===== config.mk =====
export PLATFORM = sky130hd
export DESIGN_NAME = bits_to_words
export DESIGN_NICKNAME = d
export VERILOG_FILES = /design/src/rtl/openofdm_rx_pkg.sv /design/src/rtl/bits_to_words_chunk_place.sv /design/src/rtl/bits_to_words.sv
export SDC_FILE = /design/constraint.sdc
export NUM_CORES = 1
export LEC_CHECK = 0
export CORE_MARGIN = 1.5
export CORE_UTILIZATION = 35
export CTS_CLUSTER_SIZE = 14
export DETAILED_ROUTE_END_ITERATION = 8
export GPL_TIMING_DRIVEN = 0
export PLACE_DENSITY = 0.68
export SYNTH_ARGS = -nofsm -noshare
export SYNTH_HDL_FRONTEND = slang
export SYNTH_SLANG_ARGS = --single-unit

===== constraint.sdc =====
create_clock -name clock -period 2 [get_ports clock]
set_input_delay 0.6 -clock clock [delete_from_list [all_inputs] [get_ports clock]]
set_output_delay 0.6 -clock clock [all_outputs]
set_load 0.005 [all_outputs]

===== src/rtl/openofdm_rx_pkg.sv =====
// openofdm_rx_pkg: shared constants and helpers for the OFDM receive datapath.
//   BTW_MAX_OUT_W : widest word bits_to_words may be built for
//   valid_bits_w  : width of a bit-count field able to hold 0..out_w
package openofdm_rx_pkg;
    localparam int BTW_MAX_OUT_W = 64;
    function automatic int valid_bits_w(input int out_w);
        return $clog2(out_w) + 1;
    endfunction
endpackage


===== src/rtl/bits_to_words_chunk_place.sv =====
// chunk_place: positions one IN_W-bit chunk inside an OUT_W-bit word.
//   data_in  in  IN_W     chunk to place
//   fill     in  FILL_W   bits already in the word (multiple of IN_W)
//   ord      in  1        0: fill upward from bit 0, 1: fill downward from the MSB
//   ins_mask out OUT_W    ones over the chunk's target bits
//   ins_data out OUT_W    chunk shifted to its target bits, zero elsewhere
module chunk_place #(
    parameter int IN_W   = 1,
    parameter int OUT_W  = 8,
    parameter int FILL_W = $clog2(OUT_W)
) (
    input  logic [IN_W-1:0]   data_in,
    input  logic [FILL_W-1:0] fill,
    input  logic              ord,
    output logic [OUT_W-1:0]  ins_mask,
    output logic [OUT_W-1:0]  ins_data
);
    localparam logic [FILL_W-1:0] TOP = FILL_W'(OUT_W - IN_W);
    logic [FILL_W-1:0] pos;
    // MSB-first mirrors the chunk slot, not the bits inside the chunk
    assign pos      = ord ? TOP - fill : fill;
    assign ins_mask = OUT_W'({IN_W{1'b1}}) << pos;
    assign ins_data = OUT_W'(data_in) << pos;
endmodule


===== src/rtl/bits_to_words.sv =====
// bits_to_words: packs IN_W-bit chunks into OUT_W-bit words with bit-order select and end-of-packet flush.
//   clock, reset_n       clock (rising) and asynchronous active-low reset
//   enable, clear        strobe qualifier; synchronous flush dropping any partial word
//   msb_first            bit order, sampled when a word starts
//   data_in, input_strobe, last   input chunk, its valid, end-of-packet marker
//   word_out, output_strobe, word_last, valid_bits   emitted word and its attributes
//   word_count           words in current packet; counts only with BITS_TO_WORDS_WORD_CNT_EN defined, else 0
module bits_to_words
    import openofdm_rx_pkg::*;
#(
    parameter int IN_W  = 1,
    parameter int OUT_W = 8,
    parameter int CNT_W = 16
) (
    input  logic                           clock,
    input  logic                           reset_n,
    input  logic                           enable,
    input  logic                           clear,
    input  logic                           msb_first,
    input  logic [IN_W-1:0]                data_in,
    input  logic                           input_strobe,
    input  logic                           last,
    output logic [OUT_W-1:0]               word_out,
    output logic                           output_strobe,
    output logic                           word_last,
    output logic [valid_bits_w(OUT_W)-1:0] valid_bits,
    output logic [CNT_W-1:0]               word_count
);
    localparam int FILL_W = $clog2(OUT_W);
    localparam int VBW    = valid_bits_w(OUT_W);
    localparam logic [FILL_W-1:0] TOP = FILL_W'(OUT_W - IN_W);

    if ((IN_W & (IN_W - 1)) != 0 || (OUT_W & (OUT_W - 1)) != 0 || OUT_W % IN_W != 0 ||
        OUT_W < 8 || OUT_W > BTW_MAX_OUT_W) begin : g_bad_params
        $error("bits_to_words: illegal IN_W/OUT_W combination");
    end

    logic [OUT_W-1:0]  acc_q, acc_d, word_q, ins_mask, ins_data;
    logic [FILL_W-1:0] fill_q;
    logic [VBW-1:0]    vb_q;
    logic              ord_q, strobe_q, last_q;
    logic              accept, complete, emit, ord_eff;

    assign accept   = enable & input_strobe & ~clear;
    // a fresh word takes the current order select; a word in progress keeps its own
    assign ord_eff  = (fill_q == '0) ? msb_first : ord_q;
    assign complete = fill_q == TOP;
    assign emit     = accept & (complete | last);
    assign acc_d    = (acc_q & ~ins_mask) | ins_data;

    chunk_place #(.IN_W(IN_W), .OUT_W(OUT_W), .FILL_W(FILL_W)) u_place (
        .data_in (data_in),
        .fill    (fill_q),
        .ord     (ord_eff),
        .ins_mask(ins_mask),
        .ins_data(ins_data)
    );

    always_ff @(posedge clock or negedge reset_n) begin
        if (!reset_n) begin
            acc_q    <= '0;
            fill_q   <= '0;
            ord_q    <= 1'b0;
            word_q   <= '0;
            strobe_q <= 1'b0;
            last_q   <= 1'b0;
            vb_q     <= '0;
        end else begin
            strobe_q <= emit;
            if (clear) begin
                acc_q  <= '0;
                fill_q <= '0;
            end else if (accept) begin
                ord_q  <= ord_eff;
                acc_q  <= emit ? '0 : acc_d;
                fill_q <= emit ? '0 : fill_q + FILL_W'(IN_W);
            end
            // unfilled positions are already zero, so a flush needs no extra padding
            if (emit) begin
                word_q <= acc_d;
                last_q <= last;
                vb_q   <= VBW'(fill_q) + VBW'(IN_W);
            end
        end
    end

    assign word_out      = word_q;
    assign output_strobe = strobe_q;
    assign word_last     = last_q;
    assign valid_bits    = vb_q;

`ifdef BITS_TO_WORDS_WORD_CNT_EN
    logic [CNT_W-1:0] cnt_q, cnt_base;
    // the count restarts the cycle after a packet's final word has been presented
    assign cnt_base = (strobe_q & last_q) ? '0 : cnt_q;
    always_ff @(posedge clock or negedge reset_n) begin
        if (!reset_n) cnt_q <= '0;
        else if (clear) cnt_q <= '0;
        else if (emit) cnt_q <= (&cnt_base) ? cnt_base : cnt_base + CNT_W'(1);
        else cnt_q <= cnt_base;
    end
    assign word_count = cnt_q;
`else
    assign word_count = '0;
`endif
endmodule


[After elaboration in Yosys (flattened, before gate mapping)]
Cells that the tools add are included.
Operators by class
  add/subtract/negate cells: 3
  eq/ne operators: 1
  shift-type cells: 2
  mux-type cells: 8
  bitwise gates (word level): 8
  reduce and logical (&&, ||, !) cells: 3
Operators with widths (count)
  two-way mux 8 bit: 3
  two-way mux 3 bit: 4
  AND 8 bit: 1
  inverter 8 bit: 1
  OR 8 bit: 1
  left shift 1 x 3 -> 8 bit: 1
  left shift 1 x 3 -> 8 bit, first input constant: 1
  adder 3 x 1 -> 4 bit, second input constant: 1
  adder 3 x 1 -> 3 bit, second input constant: 1
  AND 1 bit: 3
  equality test 3 bit, second input constant: 1
  zero test 3 bit: 1
  subtractor 3 bit, first input constant: 1
  AND reduction 2 bit: 1
  nonzero test 2 bit: 1
  two-way mux 1 bit: 1
  inverter 1 bit: 1
  OR 1 bit: 1
Word-level totals
  bits in registers: 26
  input port bits: 8
  output and inout port bits: 30
  word-level logic and storage cells: 32

[Logic depth before layout (Yosys ltp)]
Gate-level depths: netlist of the first run.
  depth after elaboration: 10
  gate-level depth with buffers: 7

[Hierarchy]
From an unflattened synthesis of the first run, not the netlist that was laid out.
Second synthesis, totals
  cell total of the unflattened synthesis: 182
  area total of the unflattened synthesis: 1635.3 sq um
Modules (own cells, without submodules)
  bits_to_words: instances 1, cells each 146, area an instance 1351.3 sq um, seq. area each 650.6 sq um
  chunk_place: instances 1, cells each 36, area an instance 284.0 sq um, seq. area each 0.0 sq um

[Least setup slack after synthesis of the first run]
OpenSTA, ideal clock, no wires.
  path kind: reg-to-reg
  start: reg fill_q[1]
  end: reg word_q[6], in the netlist word_out[6]
  setup time: 0.127 ns
  arrival time: 1.705 ns
  setup slack: 0.168 ns
  cell stages (with the launch flop): 8
  path buffers: 1
  path through: dfrtp_1 buf_2 inv_1 ha_1 mux2_2 a31oi_2 mux2i_1 a21oi_1
Between the ends
  longest elaborated chain between the ends: 7
  elaborated cells between the ends (all ways): 12
RTL lines
  start: declaration: line bits_to_words.sv:39  | logic [FILL_W-1:0] fill_q;
  start signal: assignment: line bits_to_words.sv:76  | fill_q <= emit ? '0 : fill_q + FILL_W'(IN_W);
  branches (longest 7 deep; another with subtractor 3 bit)
  end signal: assignment: line bits_to_words.sv:64  | word_q <= '0;
  end signal: assignment: line bits_to_words.sv:80  | word_q <= acc_d;
  end: declaration: line bits_to_words.sv:38  | logic [OUT_W-1:0] acc_q, acc_d, word_q, ins_mask, ins_data;
Several ways; the timed one is not identified.
A chain may end at the register's enable or synchronous reset.

[Final worst setup path of the first run]
  start: reg fill_q[0]
  end: reg word_q[2], in the netlist word_out[2]
The elaborated chain is that of the path after synthesis.

==> results of run 1 <==
[cells in the final DEF (no fill, tap or decap), types with 2 or more instances in the layout]
| master | count |
|---|---|
| conb_1 | 16 |
| o22ai_1 | 3 |
| o22ai_2 | 2 |
| nand3b_1 | 3 |
| buf_4 | 17 |
| nor2_1 | 10 |
| clkdlybuf4s50_1 | 20 |
| o21ai_0 | 8 |
| a21oi_2 | 2 |
| inv_1 | 5 |
| buf_2 | 4 |
| a21oi_1 | 10 |
| dfrtp_1 | 25 |
| ha_1 | 2 |
| inv_2 | 2 |
| nand2_1 | 14 |
| clkbuf_8 | 4 |
| a32o_1 | 5 |
| mux2i_1 | 8 |
| o32ai_2 | 3 |
[flip-flops by register name (all words and copies together) (netlist names)]
register,flops
acc_q,8
word_out,8
valid_bits,4
fill_q,3
ord_q,1
output_strobe,1
word_last,1
[cell type report]
cell class              count  area share, %
multi-input cells         106           39.4
flip-flops and latches     26           34.0
repair buffers             21           10.7
plain buffers              22           8.41
well taps                  50           3.26
clock buffers               4           2.87
inverters                   7           1.37
[logic make-up after synthesis]
logic type	count (synthesis)
other cells	1
fa+ha+maj	3
mux	11
buf+inv	30
compound gates	41
flops	26
simple gates	35
[metrics by stage]
step	TNS, ns	area (um^2)	std cells
after floorplan	0	1560	162
after global placement	-5.63	1840	233
after detailed placement	-6.29	1840	233
after CTS	-0.000518	1900	237
after global routing	-0.0155	1920	236
final	0	1920	236
[routing by layer]
metal	up-vias	GRT usage, %	wire [um]
met3	4	1.95	96
li1	573	-	-
met4	0	3.75	29
met2	18	22.1	1360
met5	-	0	0
met1	526	19.9	1420
[worst max path at each step]
stage | from | cells after the start | end
2_1_floorplan | fill_q[1] | 7 | word_out[6]
3_3_place_gp | clear | 6 | acc_q[6]
3_5_place_dp | clear | 6 | acc_q[6]
6_report | fill_q[0] | 7 | word_out[2]
4_1_cts | fill_q[1] | 7 | word_out[2]
5_1_grt | fill_q[0] | 7 | word_out[6]
[critical path: stages (launching register included)]
cell     delay, ns
dfrtp_2       0.44
buf_4         0.19
inv_1         0.10
ha_4          0.18
mux2_4        0.35
o32ai_2       0.19
mux2i_1       0.28
a21oi_2       0.07
[power by group]
| group | total [mW] | switching (mW) | leakage (nW) | internal [mW] |
|---|---|---|---|---|
| sequential | 0.596 | 0.0232 | 0.334 | 0.573 |
| combinational | 0.291 | 0.132 | 0.515 | 0.159 |
| clock | 0.347 | 0.171 | 0.0288 | 0.176 |
==> metrics.txt, run 1 <==
hold crit path type in2async; Max-Cap Viols 0; Lkg Pwr 0.878 nW; Clock Tree Root clkbuf_8; ANT nets after route 0; CTS Hold Bufs 0; core area 4060 um^2; final wirelength 2910 um; Final Hold Vio Count 0; adder-cell share of the synthesized area 2.49%; vias per std cell 4.75; Tmin final 1.92 ns; Starting Density 37.1%; Die Wd 68.6 um; largest net degree at the start of global routing 27; Die Y 68.6 um; grt ovf 0; mux cell area share after synthesis 7.72%; multi-input logic area 757 um^2; Resized Gates After CTS 2; All-Layer GR Usage 13.9%; first-pass GRT wire length 4970 um; wire per inst 12.3 um; Rows 23; CTS sink cnt 26; area grow syn2layout 27.4%; share of the synthesized area in the top cell type 43.2%; Worst Path Max Fanout 10; Reg2Reg Depth 7; Post-Synth Simple-Gate Area 12.2%; hpwl dp 2180 um; Worst R2R End word_out[2]; Power, Total 1.23 mW; H-Tree Depth 1; Worst setup EP type register; clk buf depth 2; worst path arrival time 2.08 ns; Tightest Pin Transition 0.590 ns; peak supply drop 0.309 mV; status completed; Final Max Tran Viols 0; Synth Area in Compound Gates 21.6%; IO Count 38; dpl ws -0.277 ns; WS Path Type reg2reg; count leader, synth dfrtp_1; Fmax 522 MHz; final hold slack 0.320 ns; r2r startpoint fill_q[0]; share of cells above drive strength 1 24.7%; GPL Wtd Cong 0.918; TritonRoute pass-1 iters 4; main combinational cell family by area after synthesis compound AO/OA/AOI/OAI gates; Port-buffer cells 21; Seq/Total Area, Yosys 43.2%; Worst-Skew Late Latency 0.27 ns; Post-Syn Area 1510 um^2; Cell variety after synth 38; XOR/XNOR share of the synthesized area 0%; Post-synth top cells 26 x dfrtp_1, 17 x buf_4, 14 x nand2_1; Setup Viol. Count Final 0; CP required 2.16 ns; R2R Setup Slk 0.08 ns; # diodes 0; top post-synthesis cells by area dfrtp_1 43%, buf_4 8.5%, mux2i_1 5.3%; P per Cell Area 643 nW/um^2; asr flop ratio synth 100%; Remaining DRCs 0; Yosys warnings 0; Mapped Cells 147; post-CTS setup buffers 0; Final Cycle Share 95.8%; die area 4710 um^2; CTS tree done; relative max-transition margin 60.7%; final worst slack 0.0840 ns; Worst-path clk slew 0.09 ns; CP Launch Type register; antenna violations before repair 0; Reg area 652 um^2; syn avg cell area 10.2 um^2; clock skew 0.00294 ns; vias in the first global route 1037; post-layout util 47.3%; number of fill cells 389; via count 1121; EDFF count, synth 0; main flop type after synthesis dfrtp_1; largest area contributor in the netlist dfrtp_1; Iteration-0 DRC Markers 37; #FFs+latches synth 26; Final nets 198; CTS buffer count 3
Power figures use the tool's default switching activity.
==> run 2, diff against run 1 <==
--- a/config.mk
+++ b/config.mk
@@ -5,11 +5,13 @@
 export SDC_FILE = /design/constraint.sdc
 export NUM_CORES = 1
 export LEC_CHECK = 0
+export CAP_MARGIN = 20
 export CORE_MARGIN = 1.5
 export CORE_UTILIZATION = 35
 export CTS_CLUSTER_SIZE = 14
 export DETAILED_ROUTE_END_ITERATION = 8
 export GPL_TIMING_DRIVEN = 0
+export HOLD_SLACK_MARGIN = 0.12
 export PLACE_DENSITY = 0.68
 export SYNTH_ARGS = -nofsm -noshare
 export SYNTH_HDL_FRONTEND = slang
==> run 2 against run 1 <==
Compared with the run above: final cell count is 1.3% higher; clock skew is 0.0060 ns higher; clock power is 27% higher; critical path depth stayed put; count of clock-buffer cells in the layout is 1 lower; critical endpoint unchanged; core utilization is 1.6 points higher; wire length is 5.5% higher.
==> metrics.txt, run 2 (synthesized netlist as in run 1, its figures left out) <==
GPL Wtd Cong 0.918; WS Path Type reg2reg; CP required 2.17 ns; clk buf depth 2; area grow syn2layout 31.7%; Lkg Pwr 0.908 nW; sequential share of power 44.5%; part of the power in the clock network 32.9%; fin area 1980 um^2; CTS buffer count 3; critical path's top delay family multiplexers; first-pass GRT wire length 5040 um; IO Count 38; Fmax 519 MHz; Crit path largest cell delay 0.45 ns; commonest non-fill, non-tap cell in the layout dfrtp_1; Iteration-0 DRC Markers 25; CP bufs+invs 2; CTS Hold Bufs 0; worst path arrival time 2.10 ns; Max-Cap Viols 0; CP Launch Type register; CTS tree done; Rows 23; number of fill cells 367; dpl ws -0.269 ns; Clock Tree Root clkbuf_8; antenna violations before repair 0; multi-input logic area 757 um^2; largest net degree at the start of global routing 17; Worst setup EP type register; sw frac 24.8%; P per Cell Area 676 nW/um^2; hold crit path type reg2reg; grt ovf 0; CP Cell Sequence buf_4, inv_1, ha_4, mux2_4, o32ai_2, mux2i_1, a21oi_2; final wirelength 3070 um; Net Sw Power 0.333 mW; Final Cycle Share 96.2%; Worst Path Max Fanout 10; Starting Density 37.1%; Final Hold Vio Count 0; most frequent cells in the layout 26 x dfrtp_1, 21 x clkdlybuf4s50_1, 18 x buf_4, 16 x conb_1, 14 x nand2_1; peak supply drop 0.353 mV; Int Power 1.01 mW; via count 1157; relative max-transition margin 57.8%; ANT nets after route 0; Remaining DRCs 0; Power, Total 1.34 mW; die area 4710 um^2; vias in the first global route 1042; CTS sink cnt 26; wire per inst 12.8 um; # diodes 0; Tmin final 1.92 ns; core area 4060 um^2; Die Wd 68.6 um; share of cells above drive strength 1 24.9%; combinational power share 22.6%; Reg area 651 um^2; Hold Crit Depth 2; H-Tree Depth 1; Setup Viol. Count Final 0; Worst-path clk slew 0.10 ns; Crit-path slowest cell dfrtp_1; vias per std cell 4.84; Final nets 201; Non-Filler Instances 239; TritonRoute pass-1 iters 4; Tightest Pin Transition 0.631 ns; cell depth of the worst setup path 7; Post-DP Area 1860 um^2; All-Layer GR Usage 14.0%; final worst slack 0.0750 ns; Port-buffer cells 21; Final Max Tran Viols 0; status completed; clock skew 0.00889 ns; Die Y 68.6 um; Reg2Reg Depth 7; Worst-Skew Late Latency 0.27 ns; DP Cell Count 234; hpwl dp 2240 um
==> run 2: worst paths after layout <==
path	slack (ns)	start	end
max	0.08	fill_q[0]	word_out[2]
min	0.49	valid_bits[1]	valid_bits[1]
max reg2reg	0.08	fill_q[0]	word_out[2]
min reg2reg	0.49	valid_bits[1]	valid_bits[1]
max in group asynchronous	0.79	reset_n	acc_q[0]
min in group asynchronous	0.71	reset_n	fill_q[1]
==> run 2: tightest hold or removal path: stages, from the launching register on <==
cell and delay (ns):
dfrtp_1 0.35, nand2_1 0.05, nand2_1 0.06
==> run 2: power by group through the flow <==
stage          registers (mW)  logic (mW)  clock network (mW)
2_1_floorplan           0.610       0.145                   0
3_3_place_gp            0.608       0.281                   0
3_5_place_dp            0.608       0.291                   0
4_1_cts                 0.598       0.296               0.451
5_1_grt                 0.603       0.338               0.478
6_report                0.597       0.303               0.442
==> run 2: cell type report <==
type	instances	area share, %
clock inverter	1	1.51
tap	50	3.15
clock buffer	3	2.08
multi-input combinational	106	38.1
inverter	7	1.45
sequential	26	32.8
buffer	23	8.51
timing repair buffer	23	12.4
==> run 2: timing repair <==
action                                  4_1_cts  5_1_grt
endpoints found under the hold margin         0        0
resized for setup                             3        8
gates cloned                                  0        0
pin swaps                                     0        0
endpoints found under the setup margin        2       19
setup buffers                                 0        1
==> run 2: metal layers <==
metal / part of all wire (%) / up-vias / track usage [%]
met5: 0 / - / 0
met4: 0.82 / 0 / 2.25
met3: 2.9 / 4 / 1.95
met2: 49 / 22 / 23.0
met1: 48 / 553 / 20.0
li1: - / 578 / -
==> run 2: stage by stage <==
stage / hold WS [ns] / TNS [ns] / utilization [%]
after global routing: 0.509 / -0.0160 / 48.9
after floorplan: 0.304 / 0 / -
final: 0.486 / 0 / 48.9
after global placement: 0.468 / -5.63 / 45.2
after CTS: 0.493 / 0 / 48.0
after detailed placement: 0.471 / -4.72 / 45.9
